[config.mk]
export PLATFORM = sky130hd
export DESIGN_NAME = counter_run_ctrl
export DESIGN_NICKNAME = d
export VERILOG_FILES = /design/src/rtl/counter_run_ctrl.sv
export SDC_FILE = /design/constraint.sdc
export NUM_CORES = 1
export LEC_CHECK = 0
export CAP_MARGIN = 15
export CORE_MARGIN = 5
export CORE_UTILIZATION = 45
export DETAILED_ROUTE_END_ITERATION = 7
export GPL_ROUTABILITY_DRIVEN = 0
export PLACE_DENSITY = 0.75
export SYNTH_ARGS = -nofsm -noshare
export SYNTH_HDL_FRONTEND = slang
export SYNTH_SLANG_ARGS = --single-unit
[constraint.sdc]
create_clock -name clk -period 1.82 [get_ports clk]
set_clock_uncertainty 0.05 [all_clocks]
set_input_delay 0.273 -clock clk [delete_from_list [all_inputs] [get_ports clk]]
set_output_delay 0.273 -clock clk [all_outputs]
set_load 0.02 [all_outputs]
[src/rtl/counter_run_ctrl.sv]
// Run scheduler for D-flip-flop counters: load, step to end value, repeat.
// Start/busy/done host handshake; live count with valid strobe downstream.
module counter_run_ctrl #(
    parameter int WIDTH    = 3,
    parameter int REPEAT_W = 4
) (
    input  logic                clk,
    input  logic                reset,
    input  logic                start,
    input  logic [WIDTH-1:0]    cfg_start,
    input  logic [WIDTH-1:0]    cfg_end,
    input  logic                cfg_dir,
    input  logic [REPEAT_W-1:0] cfg_repeat,
    input  logic                abort,
    output logic                busy,
    output logic [WIDTH-1:0]    count,
    output logic                count_valid,
    output logic [REPEAT_W-1:0] run_idx,
    output logic                wrap,
    output logic                done,
    output logic                aborted
);

    localparam logic [1:0] ST_IDLE = 2'd0;
    localparam logic [1:0] ST_LOAD = 2'd1;
    localparam logic [1:0] ST_RUN  = 2'd2;
    localparam logic [1:0] ST_DONE = 2'd3;

    localparam logic [WIDTH-1:0]    ONE_C = WIDTH'(1);
    localparam logic [REPEAT_W-1:0] ONE_R = REPEAT_W'(1);

    logic [1:0]          r_state;
    logic [WIDTH-1:0]    r_cfg_start;
    logic [WIDTH-1:0]    r_cfg_end;
    logic                r_cfg_dir;
    logic [REPEAT_W-1:0] r_cfg_repeat;

    logic                r_busy;
    logic [WIDTH-1:0]    r_count;
    logic                r_count_valid;
    logic [REPEAT_W-1:0] r_run_idx;
    logic                r_wrap;
    logic                r_done;
    logic                r_aborted;

    logic [WIDTH-1:0]    w_step;
    logic                w_at_end;
    logic                w_last_pass;

    // Stepping wraps modulo 2^WIDTH in either direction.
    assign w_step      = r_cfg_dir ? (r_count - ONE_C) : (r_count + ONE_C);
    assign w_at_end    = (r_count == r_cfg_end);
    assign w_last_pass = (r_run_idx == r_cfg_repeat);

    always_ff @(posedge clk) begin
        if (reset) begin
            r_state       <= ST_IDLE;
            r_cfg_start   <= '0;
            r_cfg_end     <= '0;
            r_cfg_dir     <= 1'b0;
            r_cfg_repeat  <= '0;
            r_busy        <= 1'b0;
            r_count       <= '0;
            r_count_valid <= 1'b0;
            r_run_idx     <= '0;
            r_wrap        <= 1'b0;
            r_done        <= 1'b0;
            r_aborted     <= 1'b0;
        end else begin
            r_wrap    <= 1'b0;
            r_done    <= 1'b0;
            r_aborted <= 1'b0;
            case (r_state)
                ST_IDLE: begin
                    if (start && !abort) begin
                        r_cfg_start  <= cfg_start;
                        r_cfg_end    <= cfg_end;
                        r_cfg_dir    <= cfg_dir;
                        r_cfg_repeat <= cfg_repeat;
                        r_busy       <= 1'b1;
                        r_state      <= ST_LOAD;
                    end
                end
                ST_LOAD: begin
                    if (abort) begin
                        r_state   <= ST_IDLE;
                        r_busy    <= 1'b0;
                        r_aborted <= 1'b1;
                    end else begin
                        r_count       <= r_cfg_start;
                        r_run_idx     <= '0;
                        r_count_valid <= 1'b1;
                        r_state       <= ST_RUN;
                    end
                end
                ST_RUN: begin
                    // Abort wins over terminal detection.
                    if (abort) begin
                        r_state       <= ST_IDLE;
                        r_busy        <= 1'b0;
                        r_count_valid <= 1'b0;
                        r_aborted     <= 1'b1;
                    end else if (!w_at_end) begin
                        r_count <= w_step;
                    end else if (!w_last_pass) begin
                        r_count   <= r_cfg_start;
                        r_run_idx <= r_run_idx + ONE_R;
                        r_wrap    <= 1'b1;
                    end else begin
                        r_state       <= ST_DONE;
                        r_count_valid <= 1'b0;
                        r_done        <= 1'b1;
                    end
                end
                ST_DONE: begin
                    r_state <= ST_IDLE;
                    r_busy  <= 1'b0;
                end
                default: begin
                    r_state       <= ST_IDLE;
                    r_busy        <= 1'b0;
                    r_count_valid <= 1'b0;
                end
            endcase
        end
    end

    assign busy        = r_busy;
    assign count       = r_count;
    assign count_valid = r_count_valid;
    assign run_idx     = r_run_idx;
    assign wrap        = r_wrap;
    assign done        = r_done;
    assign aborted     = r_aborted;

endmodule

==> flow_summary.json <==
{
  "route.detailed.drc": 0,
  "die_w_um": 63.52,
  "final.setup.tns_ns": 0,
  "grt_pass1_vias": 1062,
  "leakage_nw": 0.7369,
  "cp_top_family": "compound AO/OA/AOI/OAI gates",
  "crit_slowest_cell": "or3_4",
  "grt_overflow": 0,
  "seq_area_sq_um": 514.2,
  "multi_input_area_sq_um": 758.2,
  "arrival_ns": 2.01,
  "viasPerCell": 5.432,
  "routed_wl_mm": 2.856,
  "cp_cell_sequence": "xor2_4, or3_4, o31a_1, a21bo_1, a21oi_2",
  "clock-sinks": 25,
  "ios": 27,
  "power_frac_clock_pct": 21.4,
  "wl_per_cell_um": 13.41,
  "cts_buffers": 3,
  "vias": 1157,
  "hold_violations": 0,
  "insertion_delay_ns": 0.32,
  "p_int_mw": 0.8282,
  "ys_ff_latch": 25,
  "outcome": "completed",
  "clk_pin_slew_ns": 0.13,
  "place_inst": 204,
  "antenna_cells": 0,
  "critPathMaxStageDelay_ns": 0.42,
  "std_cell_rows": 19,
  "syn_area_sq_um": 1289,
  "drtIter0Drc": 52,
  "coreArea_sq_um": 2758,
  "drive_above_1_share_pct": 21.98,
  "cp_num_buf_inv": 0,
  "dieHeight_um": 63.52,
  "die_area_sq_um": 4034,
  "crit_path_max_fanout": 5,
  "post-dp-hpwl_mm": 2.091,
  "power_density_nw_per_um2": 652.5,
  "drv_cap": 0,
  "postRouteAntennaNets": 0,
  "syn_inst": 141,
  "tightestPinTransition_ns": 0.4132,
  "worst-endpoint-required_ns": 2.03,
  "avgSynthCellArea_sq_um": 9.140,
  "grt_max_degree": 14,
  "synth.distinct_cells": 38,
  "fin_crit_ns": 1.802,
  "port_buffers": 26,
  "cts_hold_buf": 0,
  "power_frac_seq_pct": 51.1,
  "area_growth_pct": 38.06,
  "clockRootBuffer": "clkbuf_4",
  "hp-class": "register to register",
  "max_freq_mhz": 554.8,
  "clockBufferDepth": 2,
  "yosysSeqAreaShare_pct": 38.83,
  "final-max-slew-violation-count": 0,
  "slew_headroom_pct": 72.36,
  "grt_usage_pct": 13.72,
  "setup_viol": 0,
  "endpoint_kind": "register",
  "ir_worst_vdd_mv": 0.5525,
  "post-route-period-util_pct": 99.03,
  "first_pass_iters": 4,
  "yosysWarnings": 0,
  "n_fill_cell": 238,
  "antenna_found_initial": 0,
  "switching_power_mw": 0.3328,
  "cts_tree": "yes",
  "setup.worst_path.class": "register to register",
  "grt_pass1_wl_mm": 4.498,
  "start_kind": "register",
  "instances_no_fill": 213,
  "ctsHtreeMaxLevel": 1,
  "final_nets": 204,
  "synth_nets": 162,
  "pwr-share-comb_pct": 27.5,
  "rsz0062_at_grt": "yes",
  "initial_core_util_pct": 46.73,
  "p_sw_share_pct": 28.67
}
stage by stage:
stage	hold slack (ns)	worst slack, ns	power, mW	cell area (sq um)	utilization, %
after floorplan	0.3669	0.01149	0.7759	1289	-
after global placement	0.4116	0.05749	0.8874	1667	60.44
after detailed placement	0.4229	0.01178	0.8974	1667	60.44
after CTS	0.4390	0.009875	1.147	1693	61.39
after global routing	0.4715	-0.02416	1.228	1779	64.52
final	0.4246	0.01769	1.161	1779	64.52
synth_stat cells:
cell | count | area share, %
o21bai_1 | 1 | 0.58
a211oi_1 | 1 | 0.58
dfxtp_1 | 25 | 39
a41o_1 | 1 | 0.78
nor3_4 | 1 | 1.3
nand3_1 | 4 | 1.6
xor2_2 | 2 | 2.5
nand3b_1 | 1 | 0.58
or2_2 | 1 | 0.49
or3_1 | 1 | 0.49
nand2b_1 | 2 | 0.97
and2_1 | 3 | 1.5
nand2_1 | 4 | 1.2
or3_4 | 1 | 0.87
nor2_1 | 17 | 5.0
a311oi_1 | 2 | 1.4
nand2_2 | 1 | 0.49
o31a_1 | 1 | 0.68
buf_2 | 1 | 0.39
a21oi_1 | 6 | 2.3
nand4_1 | 2 | 0.97
mux2i_1 | 15 | 12
xor2_1 | 2 | 1.4
xnor2_1 | 4 | 2.7
a21oi_2 | 1 | 0.68
o21ai_0 | 7 | 2.7
inv_1 | 10 | 2.9
clkbuf_1 | 5 | 1.5
a21bo_1 | 1 | 0.78
fa_1 | 1 | 1.6
ha_1 | 5 | 4.9
o211ai_1 | 2 | 1.2
nor3_1 | 3 | 1.2
a31oi_1 | 3 | 1.5
o31ai_1 | 1 | 0.58
nor2b_1 | 1 | 0.49
nor3b_1 | 1 | 0.58
or4_1 | 1 | 0.58
worst min-delay path: cells and delay by family (launching register included):
family           cells  cell delay (ns)
AND/OR/NAND/NOR      1             0.06
flip-flops           1             0.33
AO/OA/AOI/OAI        1             0.06
final cells by class:
| type | instances | area share, % |
|---|---|---|
| clock buffers | 4 | 1.477 |
| inverters | 10 | 2.110 |
| multi-input cells | 100 | 42.62 |
| flip-flops and latches | 25 | 28.90 |
| well taps | 31 | 2.180 |
| repair buffers | 43 | 22.71 |
what timing repair did:
item	4_1_cts	5_1_grt
endpoints found under the setup margin	1	8
gates cloned	0	0
buffers inserted	0	5
gates resized for setup	1	17
pin swaps	0	7
cell families after synthesis:
family	count (synthesis)	synth area share, %
simple gates	44	18.06
xor+xnor	8	6.602
flops	25	38.83
fa+ha+maj	6	6.408
mux	15	11.65
compound gates	27	13.69
buf+inv	16	4.757
power by group through the flow:
stage / combinational, mW / clock, mW / sequential [mW]
finish: 0.320 / 0.248 / 0.593
global route: 0.348 / 0.283 / 0.598
CTS: 0.294 / 0.260 / 0.594
detailed placement: 0.292 / 0 / 0.606
global placement: 0.284 / 0 / 0.604
floorplan: 0.163 / 0 / 0.613
cell usage in the layout, fill, tap and decap left out, types with 2 or more instances in the layout:
cell and instances:
nand2_1 4, mux2i_1 15, ha_1 3, nand4_1 2
o211ai_1 2, clkdlybuf4s50_1 26, dfxtp_1 18, buf_4 15
dfxtp_4 2, a311oi_1 2, clkbuf_4 3, a31oi_1 3
ha_2 2, nor2_1 17, xnor2_1 4, nor3_1 3
a21oi_1 6, nand3_1 4, o21ai_0 6, dfxtp_2 5
nand2b_1 2, xor2_1 2, and2_1 2, inv_1 10
flip-flops by register name, indices dropped and copies added (netlist names):
name	cells
r_cfg_end	3
done	1
r_cfg_dir	1
count	3
aborted	1
r_state	2
wrap	1
r_cfg_repeat	4
busy	1
count_valid	1
r_cfg_start	3
run_idx	4
path summary, 6_finish.rpt:
path / start / endpoint / slack (ns) / cells past startpoint
worst max-delay path: r_cfg_end[0] / count[2] / 0.02 / 5
worst min-delay path: r_cfg_start[0] / count[0] / 0.42 / 2
worst max register to register: r_cfg_end[0] / count[2] / 0.02 / 5
worst min register to register: r_cfg_start[0] / count[0] / 0.42 / 2
layer usage:
metal / wire, um / up-vias / share of wire [%] / track usage, %
li1: - / 571 / - / -
met1: 1229 / 535 / 43 / 16.20
met2: 1388 / 42 / 49 / 22.72
met3: 155 / 9 / 5.4 / 3.197
met4: 82 / 0 / 2.9 / 7.273
met5: 0 / - / 0 / 0
Power figures use the tool's default switching activity.
